### src/rtl/hls_bridge_pkg.sv
// Shared constants and packing helpers for the buffered CPU-bus-to-HLS stream bridge.
package hls_bridge_pkg;

  typedef enum logic {
    CMD_READ  = 1'b0,
    CMD_WRITE = 1'b1
  } cmd_kind_e;

  localparam int unsigned CMD_CTRL_BITS = 6;
  localparam int unsigned SIZE_BITS     = 3;

  function automatic int unsigned cmd_width(input int unsigned dw, input int unsigned aw);
    return aw + dw + dw / 8 + CMD_CTRL_BITS;
  endfunction

  // Command layout from LSB: addr | data | mask | write | uncached | size[2:0] | last
  function automatic int unsigned off_data(input int unsigned aw);
    return aw;
  endfunction

  function automatic int unsigned off_mask(input int unsigned dw, input int unsigned aw);
    return aw + dw;
  endfunction

  function automatic int unsigned off_write(input int unsigned dw, input int unsigned aw);
    return aw + dw + dw / 8;
  endfunction

  function automatic int unsigned off_uncached(input int unsigned dw, input int unsigned aw);
    return off_write(dw, aw) + 1;
  endfunction

  function automatic int unsigned off_size(input int unsigned dw, input int unsigned aw);
    return off_write(dw, aw) + 2;
  endfunction

  function automatic int unsigned off_last(input int unsigned dw, input int unsigned aw);
    return off_write(dw, aw) + 2 + SIZE_BITS;
  endfunction

  // Response stream is {last, data}
  function automatic int unsigned rsp_last_pos(input int unsigned dw);
    return dw;
  endfunction

endpackage

### src/rtl/hls_bridge_buffered_if.sv
// CPU-side command/response bus of the buffered HLS bridge.
interface hls_bridge_buffered_if #(
  parameter int unsigned DATA_WIDTH      = 32,
  parameter int unsigned DATA_ADDR_WIDTH = 32
);
  logic                         cmd_valid;
  logic                         cmd_ready;
  logic [DATA_ADDR_WIDTH-1:0]   cmd_payload_address;
  logic [DATA_WIDTH-1:0]        cmd_payload_data;
  logic [DATA_WIDTH/8-1:0]      cmd_payload_mask;
  logic                         cmd_payload_write;
  logic                         cmd_payload_uncached;
  logic [2:0]                   cmd_payload_size;
  logic                         cmd_payload_last;
  logic                         rsp_valid;
  logic [DATA_WIDTH-1:0]        rsp_payload_data;
  logic                         rsp_payload_last;

  modport master (
    output cmd_valid, cmd_payload_address, cmd_payload_data, cmd_payload_mask,
           cmd_payload_write, cmd_payload_uncached, cmd_payload_size, cmd_payload_last,
    input  cmd_ready, rsp_valid, rsp_payload_data, rsp_payload_last
  );

  modport slave (
    input  cmd_valid, cmd_payload_address, cmd_payload_data, cmd_payload_mask,
           cmd_payload_write, cmd_payload_uncached, cmd_payload_size, cmd_payload_last,
    output cmd_ready, rsp_valid, rsp_payload_data, rsp_payload_last
  );
endinterface

### src/rtl/hls_bridge_skid.sv
// Generic 2-entry FIFO-ordered valid/ready buffer; push and pop may share a cycle.
module hls_bridge_skid #(
  parameter int unsigned WIDTH = 8
) (
  input  logic             clk,
  input  logic             rst,
  input  logic             in_valid_i,
  input  logic [WIDTH-1:0] in_data_i,
  output logic             out_valid_o,
  input  logic             out_ready_i,
  output logic [WIDTH-1:0] out_data_o,
  output logic [1:0]       count_o
);

  logic [WIDTH-1:0] slot_q [2];
  logic [1:0]       count_q, count_d;
  logic             push, pop, wr_idx;

  always_comb begin
    pop     = out_ready_i && (count_q != 2'd0);
    push    = in_valid_i && (count_q != 2'd2);
    // Head sits in slot 0; a push lands behind whatever survives this cycle's pop
    wr_idx  = (count_q == 2'd1) && !pop;
    count_d = count_q + {1'b0, push} - {1'b0, pop};
  end

  always_ff @(posedge clk) begin
    if (rst) begin
      count_q <= '0;
      for (int unsigned i = 0; i < 2; i++) slot_q[i] <= '0;
    end else begin
      count_q <= count_d;
      if (pop) slot_q[0] <= slot_q[1];
      if (push) slot_q[wr_idx] <= in_data_i;
    end
  end

  assign out_valid_o = (count_q != 2'd0);
  assign out_data_o  = slot_q[0];
  assign count_o     = count_q;

endmodule

### src/rtl/hls_bridge_buffered.sv
// CPU-bus-to-HLS stream bridge with a registered 2-entry command buffer, read credits
// and sticky misalign/orphan error flags.
module hls_bridge_buffered
  import hls_bridge_pkg::*;
#(
  parameter int unsigned DATA_WIDTH      = 32,
  parameter int unsigned DATA_ADDR_WIDTH = 32,
  parameter int unsigned ADDR_SHIFT      = 2,
  parameter int unsigned ADDR_DROP_MSBS  = 1,
  parameter int unsigned MAX_OUTSTANDING = 4,
  localparam int unsigned CMD_W = cmd_width(DATA_WIDTH, DATA_ADDR_WIDTH)
) (
  input  logic                   clk,
  input  logic                   rst,
  hls_bridge_buffered_if.slave   io_bus,
  output logic [CMD_W-1:0]       hls_cmd_din,
  input  logic                   hls_cmd_full_n,
  output logic                   hls_cmd_write,
  input  logic [DATA_WIDTH:0]    hls_rsp_dout,
  input  logic                   hls_rsp_empty_n,
  output logic                   hls_rsp_read,
  output logic [7:0]             outstanding,
  output logic                   misalign_err,
  output logic                   orphan_err
);

  localparam int unsigned OFF_DATA     = off_data(DATA_ADDR_WIDTH);
  localparam int unsigned OFF_MASK     = off_mask(DATA_WIDTH, DATA_ADDR_WIDTH);
  localparam int unsigned OFF_WRITE    = off_write(DATA_WIDTH, DATA_ADDR_WIDTH);
  localparam int unsigned OFF_UNCACHED = off_uncached(DATA_WIDTH, DATA_ADDR_WIDTH);
  localparam int unsigned OFF_SIZE     = off_size(DATA_WIDTH, DATA_ADDR_WIDTH);
  localparam int unsigned OFF_LAST     = off_last(DATA_WIDTH, DATA_ADDR_WIDTH);
  localparam int unsigned RSP_LAST     = rsp_last_pos(DATA_WIDTH);

  localparam logic [DATA_ADDR_WIDTH-1:0] KEEP_MASK = {DATA_ADDR_WIDTH{1'b1}} >> ADDR_DROP_MSBS;
  localparam logic [DATA_ADDR_WIDTH-1:0] LOW_MASK  =
    DATA_ADDR_WIDTH'((64'd1 << ADDR_SHIFT) - 64'd1);

  logic [7:0]            out_q, out_d;
  logic [1:0]            rd_buf_q, rd_buf_d;
  logic                  rsp_valid_q, rsp_valid_d;
  logic [DATA_WIDTH-1:0] rsp_data_q, rsp_data_d;
  logic                  rsp_last_q, rsp_last_d;
  logic                  misalign_q, misalign_d;
  logic                  orphan_q, orphan_d;

  logic [DATA_ADDR_WIDTH-1:0] addr_xlat;
  logic [CMD_W-1:0]           cmd_pack;
  logic [CMD_W-1:0]           skid_head;
  logic                       skid_valid;
  logic [1:0]                 buf_count;
  logic [9:0]                 credit_sum;
  logic                       credit_ok, cmd_ready, accept, accept_read;
  logic                       issue, head_is_read, inc, dec;
  logic                       rsp_pop, rsp_orphan;

  always_comb begin
    addr_xlat = (io_bus.cmd_payload_address & KEEP_MASK) >> ADDR_SHIFT;
    cmd_pack  = '0;
    cmd_pack[0 +: DATA_ADDR_WIDTH]      = addr_xlat;
    cmd_pack[OFF_DATA +: DATA_WIDTH]    = io_bus.cmd_payload_data;
    cmd_pack[OFF_MASK +: DATA_WIDTH/8]  = io_bus.cmd_payload_mask;
    cmd_pack[OFF_WRITE]                 = io_bus.cmd_payload_write;
    cmd_pack[OFF_UNCACHED]              = io_bus.cmd_payload_uncached;
    cmd_pack[OFF_SIZE +: SIZE_BITS]     = io_bus.cmd_payload_size;
    cmd_pack[OFF_LAST]                  = io_bus.cmd_payload_last;
  end

  // Reads still sitting in the buffer count against the credit limit so that
  // ready never depends on the HLS full flag combinationally.
  always_comb begin
    credit_sum   = 10'(out_q) + 10'(rd_buf_q);
    credit_ok    = credit_sum < 10'(MAX_OUTSTANDING);
    cmd_ready    = !rst && (buf_count < 2'd2) && credit_ok;
    accept       = io_bus.cmd_valid && cmd_ready;
    accept_read  = accept && (cmd_kind_e'(io_bus.cmd_payload_write) == CMD_READ);
    issue        = !rst && skid_valid && hls_cmd_full_n;
    head_is_read = cmd_kind_e'(skid_head[OFF_WRITE]) == CMD_READ;
    inc          = issue && head_is_read;
    rsp_pop      = !rst && hls_rsp_empty_n;
    rsp_orphan   = rsp_pop && (out_q == 8'd0) && !inc;
    dec          = rsp_pop && hls_rsp_dout[RSP_LAST] && !rsp_orphan;
  end

  always_comb begin
    out_d       = out_q + {7'd0, inc} - {7'd0, dec};
    rd_buf_d    = rd_buf_q + {1'b0, accept_read} - {1'b0, inc};
    rsp_valid_d = rsp_pop && !rsp_orphan;
    rsp_data_d  = rsp_valid_d ? hls_rsp_dout[DATA_WIDTH-1:0] : rsp_data_q;
    rsp_last_d  = rsp_valid_d ? hls_rsp_dout[RSP_LAST] : rsp_last_q;
    misalign_d  = misalign_q || (accept && ((io_bus.cmd_payload_address & LOW_MASK) != '0));
    orphan_d    = orphan_q || rsp_orphan;
  end

  always_ff @(posedge clk) begin
    if (rst) begin
      out_q       <= '0;
      rd_buf_q    <= '0;
      rsp_valid_q <= 1'b0;
      rsp_data_q  <= '0;
      rsp_last_q  <= 1'b0;
      misalign_q  <= 1'b0;
      orphan_q    <= 1'b0;
    end else begin
      out_q       <= out_d;
      rd_buf_q    <= rd_buf_d;
      rsp_valid_q <= rsp_valid_d;
      rsp_data_q  <= rsp_data_d;
      rsp_last_q  <= rsp_last_d;
      misalign_q  <= misalign_d;
      orphan_q    <= orphan_d;
    end
  end

  hls_bridge_skid #(
    .WIDTH(CMD_W)
  ) u_skid (
    .clk         (clk),
    .rst         (rst),
    .in_valid_i  (accept),
    .in_data_i   (cmd_pack),
    .out_valid_o (skid_valid),
    .out_ready_i (issue),
    .out_data_o  (skid_head),
    .count_o     (buf_count)
  );

  assign io_bus.cmd_ready        = cmd_ready;
  assign io_bus.rsp_valid        = rsp_valid_q;
  assign io_bus.rsp_payload_data = rsp_data_q;
  assign io_bus.rsp_payload_last = rsp_last_q;
  assign hls_cmd_din             = skid_head;
  assign hls_cmd_write           = issue;
  assign hls_rsp_read            = rsp_pop;
  assign outstanding             = out_q;
  assign misalign_err            = misalign_q;
  assign orphan_err              = orphan_q;

endmodule

### src/flat_wrapper.sv
// flat-port wrapper written by rule: the top's interface ports become plain ports
module hls_bridge_buffered_flat import hls_bridge_pkg::*;
#(
  parameter int unsigned DATA_WIDTH      = 32,
  parameter int unsigned DATA_ADDR_WIDTH = 32,
  parameter int unsigned ADDR_SHIFT      = 2,
  parameter int unsigned ADDR_DROP_MSBS  = 1,
  parameter int unsigned MAX_OUTSTANDING = 4,
  localparam int unsigned CMD_W = cmd_width(DATA_WIDTH, DATA_ADDR_WIDTH)
)
  (clk, rst, hls_cmd_din, hls_cmd_full_n, hls_cmd_write, hls_rsp_dout, hls_rsp_empty_n, hls_rsp_read, outstanding, misalign_err, orphan_err, io_bus_cmd_valid, io_bus_cmd_payload_address, io_bus_cmd_payload_data, io_bus_cmd_payload_mask, io_bus_cmd_payload_write, io_bus_cmd_payload_uncached, io_bus_cmd_payload_size, io_bus_cmd_payload_last, io_bus_cmd_ready, io_bus_rsp_valid, io_bus_rsp_payload_data, io_bus_rsp_payload_last);
  hls_bridge_buffered_if #(.DATA_WIDTH(DATA_WIDTH), .DATA_ADDR_WIDTH(DATA_ADDR_WIDTH)) io_bus_i ();
  input  logic clk;
  input  logic rst;
  output logic [CMD_W-1:0] hls_cmd_din;
  input  logic hls_cmd_full_n;
  output logic hls_cmd_write;
  input  logic [DATA_WIDTH:0] hls_rsp_dout;
  input  logic hls_rsp_empty_n;
  output logic hls_rsp_read;
  output logic [7:0] outstanding;
  output logic misalign_err;
  output logic orphan_err;
  input wire logic [$bits(io_bus_i.cmd_valid)-1:0] io_bus_cmd_valid;
  input wire logic [$bits(io_bus_i.cmd_payload_address)-1:0] io_bus_cmd_payload_address;
  input wire logic [$bits(io_bus_i.cmd_payload_data)-1:0] io_bus_cmd_payload_data;
  input wire logic [$bits(io_bus_i.cmd_payload_mask)-1:0] io_bus_cmd_payload_mask;
  input wire logic [$bits(io_bus_i.cmd_payload_write)-1:0] io_bus_cmd_payload_write;
  input wire logic [$bits(io_bus_i.cmd_payload_uncached)-1:0] io_bus_cmd_payload_uncached;
  input wire logic [$bits(io_bus_i.cmd_payload_size)-1:0] io_bus_cmd_payload_size;
  input wire logic [$bits(io_bus_i.cmd_payload_last)-1:0] io_bus_cmd_payload_last;
  output wire logic [$bits(io_bus_i.cmd_ready)-1:0] io_bus_cmd_ready;
  output wire logic [$bits(io_bus_i.rsp_valid)-1:0] io_bus_rsp_valid;
  output wire logic [$bits(io_bus_i.rsp_payload_data)-1:0] io_bus_rsp_payload_data;
  output wire logic [$bits(io_bus_i.rsp_payload_last)-1:0] io_bus_rsp_payload_last;
  assign io_bus_i.cmd_valid = io_bus_cmd_valid;
  assign io_bus_i.cmd_payload_address = io_bus_cmd_payload_address;
  assign io_bus_i.cmd_payload_data = io_bus_cmd_payload_data;
  assign io_bus_i.cmd_payload_mask = io_bus_cmd_payload_mask;
  assign io_bus_i.cmd_payload_write = io_bus_cmd_payload_write;
  assign io_bus_i.cmd_payload_uncached = io_bus_cmd_payload_uncached;
  assign io_bus_i.cmd_payload_size = io_bus_cmd_payload_size;
  assign io_bus_i.cmd_payload_last = io_bus_cmd_payload_last;
  assign io_bus_cmd_ready = io_bus_i.cmd_ready;
  assign io_bus_rsp_valid = io_bus_i.rsp_valid;
  assign io_bus_rsp_payload_data = io_bus_i.rsp_payload_data;
  assign io_bus_rsp_payload_last = io_bus_i.rsp_payload_last;
  hls_bridge_buffered #(.DATA_WIDTH(DATA_WIDTH), .DATA_ADDR_WIDTH(DATA_ADDR_WIDTH), .ADDR_SHIFT(ADDR_SHIFT), .ADDR_DROP_MSBS(ADDR_DROP_MSBS), .MAX_OUTSTANDING(MAX_OUTSTANDING)) u_core (.clk(clk), .rst(rst), .io_bus(io_bus_i), .hls_cmd_din(hls_cmd_din), .hls_cmd_full_n(hls_cmd_full_n), .hls_cmd_write(hls_cmd_write), .hls_rsp_dout(hls_rsp_dout), .hls_rsp_empty_n(hls_rsp_empty_n), .hls_rsp_read(hls_rsp_read), .outstanding(outstanding), .misalign_err(misalign_err), .orphan_err(orphan_err));
endmodule
### config.mk
export PLATFORM = sky130hd
export DESIGN_NAME = hls_bridge_buffered_flat
export DESIGN_NICKNAME = d
export VERILOG_FILES = /design/src/rtl/hls_bridge_pkg.sv /design/src/rtl/hls_bridge_buffered_if.sv /design/src/rtl/hls_bridge_skid.sv /design/src/rtl/hls_bridge_buffered.sv /design/src/flat_wrapper.sv
export SDC_FILE = /design/constraint.sdc
export NUM_CORES = 1
export LEC_CHECK = 0
export ABC_AREA = 1
export CORE_MARGIN = 4
export CORE_UTILIZATION = 52
export DETAILED_ROUTE_END_ITERATION = 8
export PLACE_DENSITY_LB_ADDON = 0.1
export REMOVE_ABC_BUFFERS = 1
export SETUP_SLACK_MARGIN = 0.05
export SYNTH_ARGS = -nofsm -noshare
export SYNTH_HDL_FRONTEND = slang
export SYNTH_SLANG_ARGS = --single-unit
### constraint.sdc
create_clock -name clk -period 10.51 [get_ports clk]
set_clock_uncertainty 0.15 [all_clocks]
set_input_delay 1.5765 -clock clk [delete_from_list [all_inputs] [get_ports clk]]
set_output_delay 1.5765 -clock clk [all_outputs]
set_load 0.005 [all_outputs]
==> flow_summary.yaml <==
synth:
  synthCells: 858
  synth_cell_type_count: 33
  syn_area_um2: 8560
  yosysSeqAreaShare_pct: 61.0
  syn_avg_cell_area_um2: 9.98
  ys_seq_elements: 190
  yosys_warnings: 0
sta:
  holdWs_ns: 0.310
  tightest_slew_ns: 1.07
  maxSlewHeadroom_pct: 28.6
  setup_ws_ns: 4.65
  setup_tns_ns: 0
  fmax_mhz: 171
  maxSlewViolCount: 0
  setup_violations: 0
  min_period_ns: 5.86
  hold_viol: 0
  fin_crit_sh_pct: 55.7
  rsz0062_at_grt: "no"
placed_design:
  gp_congestion: 0.771
  hpwlAfterDp_um: 12500
  port_buffers: 228
  place_area_um2: 10800
  dp_cells: 1250
  dp_slack_ns: 4.18
routing:
  wl_per_cell_um: 16.2
  routed_wl_um: 20800
  post-route-drc-count: 0
  vias: 6725
  drtAntennaViolNets: 0
  first_iter_violations: 490
  drt-pass1-iter-count: 5
  via_per_inst: 5.25
cts:
  insertion_delay_ns: 0.43
  ctsHtreeMaxLevel: 4
  root_buffer: "clkbuf_16"
  post-cts-setup-buffers: 0
  numCtsBuffers: 17
  cts_resized: 0
  cts_tree: "yes"
  clkSinkCount: 190
  path_clk_slew_ns: 0.07
  clockBufferDepth: 2
  ctsHoldBuffers: 0
worst_setup_path:
  cp.arrival_ns: 6.03
  cp_num_cells: 23
  cp_common_cell: "nand2_1"
  cp_top_family: "buffers and inverters"
  reg2reg_slack_ns: 6.51
  slowest_stage: "inv_2"
  path_buf_inv: 7
  crit_required_ns: 10.69
  r2r-end: "u_core.outstanding[6]"
  start_kind: "input pin"
  cp_slowest_stage_delay_ns: 0.70
  setup.worst_path.end_class: "flop"
  criticalPathCategory: "in -> reg"
  reg2reg_from: "u_core.outstanding[2]"
  cp_max_fo: 67
  cp_cell_sequence: "clkdlybuf4s50_1 -> inv_2 -> nand2_1 -> nor3_1 -> o21ai_1 -> inv_2 -> nor2_4 -> buf_4 -> nand2_1 -> inv_1 -> ha_1 -> inv_1 -> ha_1 -> inv_1 -> fa_1 -> nor2_1 -> o21ai_0 -> nand2_1 -> nand2_1 -> nand2_1 -> a21oi_1 -> or2_2 -> and2_1"
  reg2reg_depth: 23
final_layout:
  final_nets: 1187
  fin_cells: 1282
  final_common_cell: "clkdlybuf4s50_1"
  syn_to_final_growth_pct: 33.3
  drive_gt1_share_pct: 4.88
  antenna_cells: 0
  post-route-util_pct: 71.3
  postLayoutCellArea_um2: 11400
  final_cell_mix: "clkdlybuf4s50_1, nand2_1, edfxtp_1, inv_1, nor2_1"
  num-fill-cells: 1236
global_route:
  grt_overflow_total: 0
  grt_antenna_before_repair: 0
  globalRouteTotalUtil_pct: 22.1
  grt_pass1_vias: 6412
  grt_pass1_wl_um: 32200
  grt_max_degree: 74
power_and_ir_drop:
  peakVddDrop_mv: 0.155
  power_mw: 2.09
  p_leak_nw: 4.87
  p_per_area_nw_per_um2: 184
floorplan:
  rows: 46
  ios: 233
  dieArea_um2: 18600
  fp.coreArea_um2: 16000
  die_height_um: 136
  die_x_um: 136
  initial_core_util_pct: 53.5
outcome:
  status: "completed"
min_path:
  hold_class: "reg -> reg"
  hold_start: "u_core.misalign_err"
  hold_end: "u_core.misalign_err"
  min_path_cells: 2
flow_run:
  maxCapViolCount: 0
## layout make-up
class | count | area [um2] | share of cell area [%]
Clock buffer | 20 | 437 | 3.83
Clock inverter | 12 | 183 | 1.60
Inverter | 107 | 402 | 3.52
Timing Repair Buffer | 235 | 2330 | 20.4
Tap cell | 216 | 270 | 2.37
Sequential cell | 190 | 5230 | 45.8
Multi-Input combinational cell | 502 | 2570 | 22.5
## Yosys cell counts
cell | n | area (um2)
nand2_1 | 161 | 604
edfxtp_1 | 142 | 4260
inv_1 | 104 | 390
nor2_1 | 87 | 327
nand3_1 | 80 | 400
nand4_1 | 76 | 475
dfxtp_1 | 48 | 961
o21ai_1 | 22 | 110
ha_1 | 21 | 263
clkbuf_1 | 19 | 71.3
o21ai_0 | 19 | 95.1
buf_6 | 17 | 191
a21oi_1 | 14 | 70.1
buf_4 | 13 | 97.6
buf_1 | 6 | 22.5
buf_2 | 6 | 30.0
inv_2 | 3 | 11.3
nand3_2 | 2 | 20.0
nand3b_1 | 2 | 15.0
or2_2 | 2 | 12.5
xor2_1 | 2 | 17.5
a221oi_1 | 1 | 8.76
and2_1 | 1 | 6.26
conb_1 | 1 | 3.75
fa_1 | 1 | 20.0
nand2_2 | 1 | 6.26
nand2_4 | 1 | 11.3
nand3b_2 | 1 | 11.3
nor2_4 | 1 | 11.3
nor3_1 | 1 | 5.00
o21bai_1 | 1 | 7.51
or2_0 | 1 | 6.26
xor2_2 | 1 | 16.3
## worst min-delay path, stage by stage (launching register included)
cell     delay (ns)
dfxtp_1        0.32
inv_1          0.05
a21oi_1        0.05
## cell families (layout without fill, tap and decap cells)
family | after synthesis | count (layout) | synth area share (%)
adders and majority gates | 22 | 22 | 3.30
AOI/OAI and AO/OA | 57 | 57 | 3.40
and+or+nand+nor | 417 | 417 | 22.3
buffers and inverters | 168 | 374 | 9.51
xor gates and xnor gates | 3 | 3 | 0.395
other | 1 | 3 | 0.0438
DFF | 190 | 190 | 61.0
## report_power, final
group	total (mW)	internal, mW	switching, mW
sequential	0.939	0.898	0.0408
clock	0.686	0.401	0.285
combinational	0.470	0.219	0.251
## layer usage
layer,track usage [%],routed length [um],part of all wire (%)
met1,28.4,8490,41
met2,34.9,9790,47
met3,7.62,2040,9.8
met4,8.01,461,2.2
met5,0,0,0
## worst max path at each step
stage                     startpoint                          to  slack [ns]
after floorplan                  rst  u_core.u_skid.slot_q[1][0]        1.68
after global placement           rst       u_core.outstanding[6]        4.19
after detailed placement         rst       u_core.outstanding[6]        4.18
after CTS                        rst       u_core.outstanding[6]        4.62
after global routing             rst       u_core.outstanding[6]        4.24
final                            rst       u_core.outstanding[6]        4.65
## state kept, by name (all words and copies together), names as in the netlist
name / flops
u_core.misalign_err: 1
u_core.outstanding: 8
u_core.io_bus.rsp_valid: 1
u_core.orphan_err: 1
u_core.u_skid.count_o: 2
u_core.u_skid.slot_q: 142
u_core.io_bus.rsp_payload_last: 1
u_core.io_bus.rsp_payload_data: 32
u_core.rd_buf_q: 2
No activity file was read; power rests on OpenSTA's default activity.
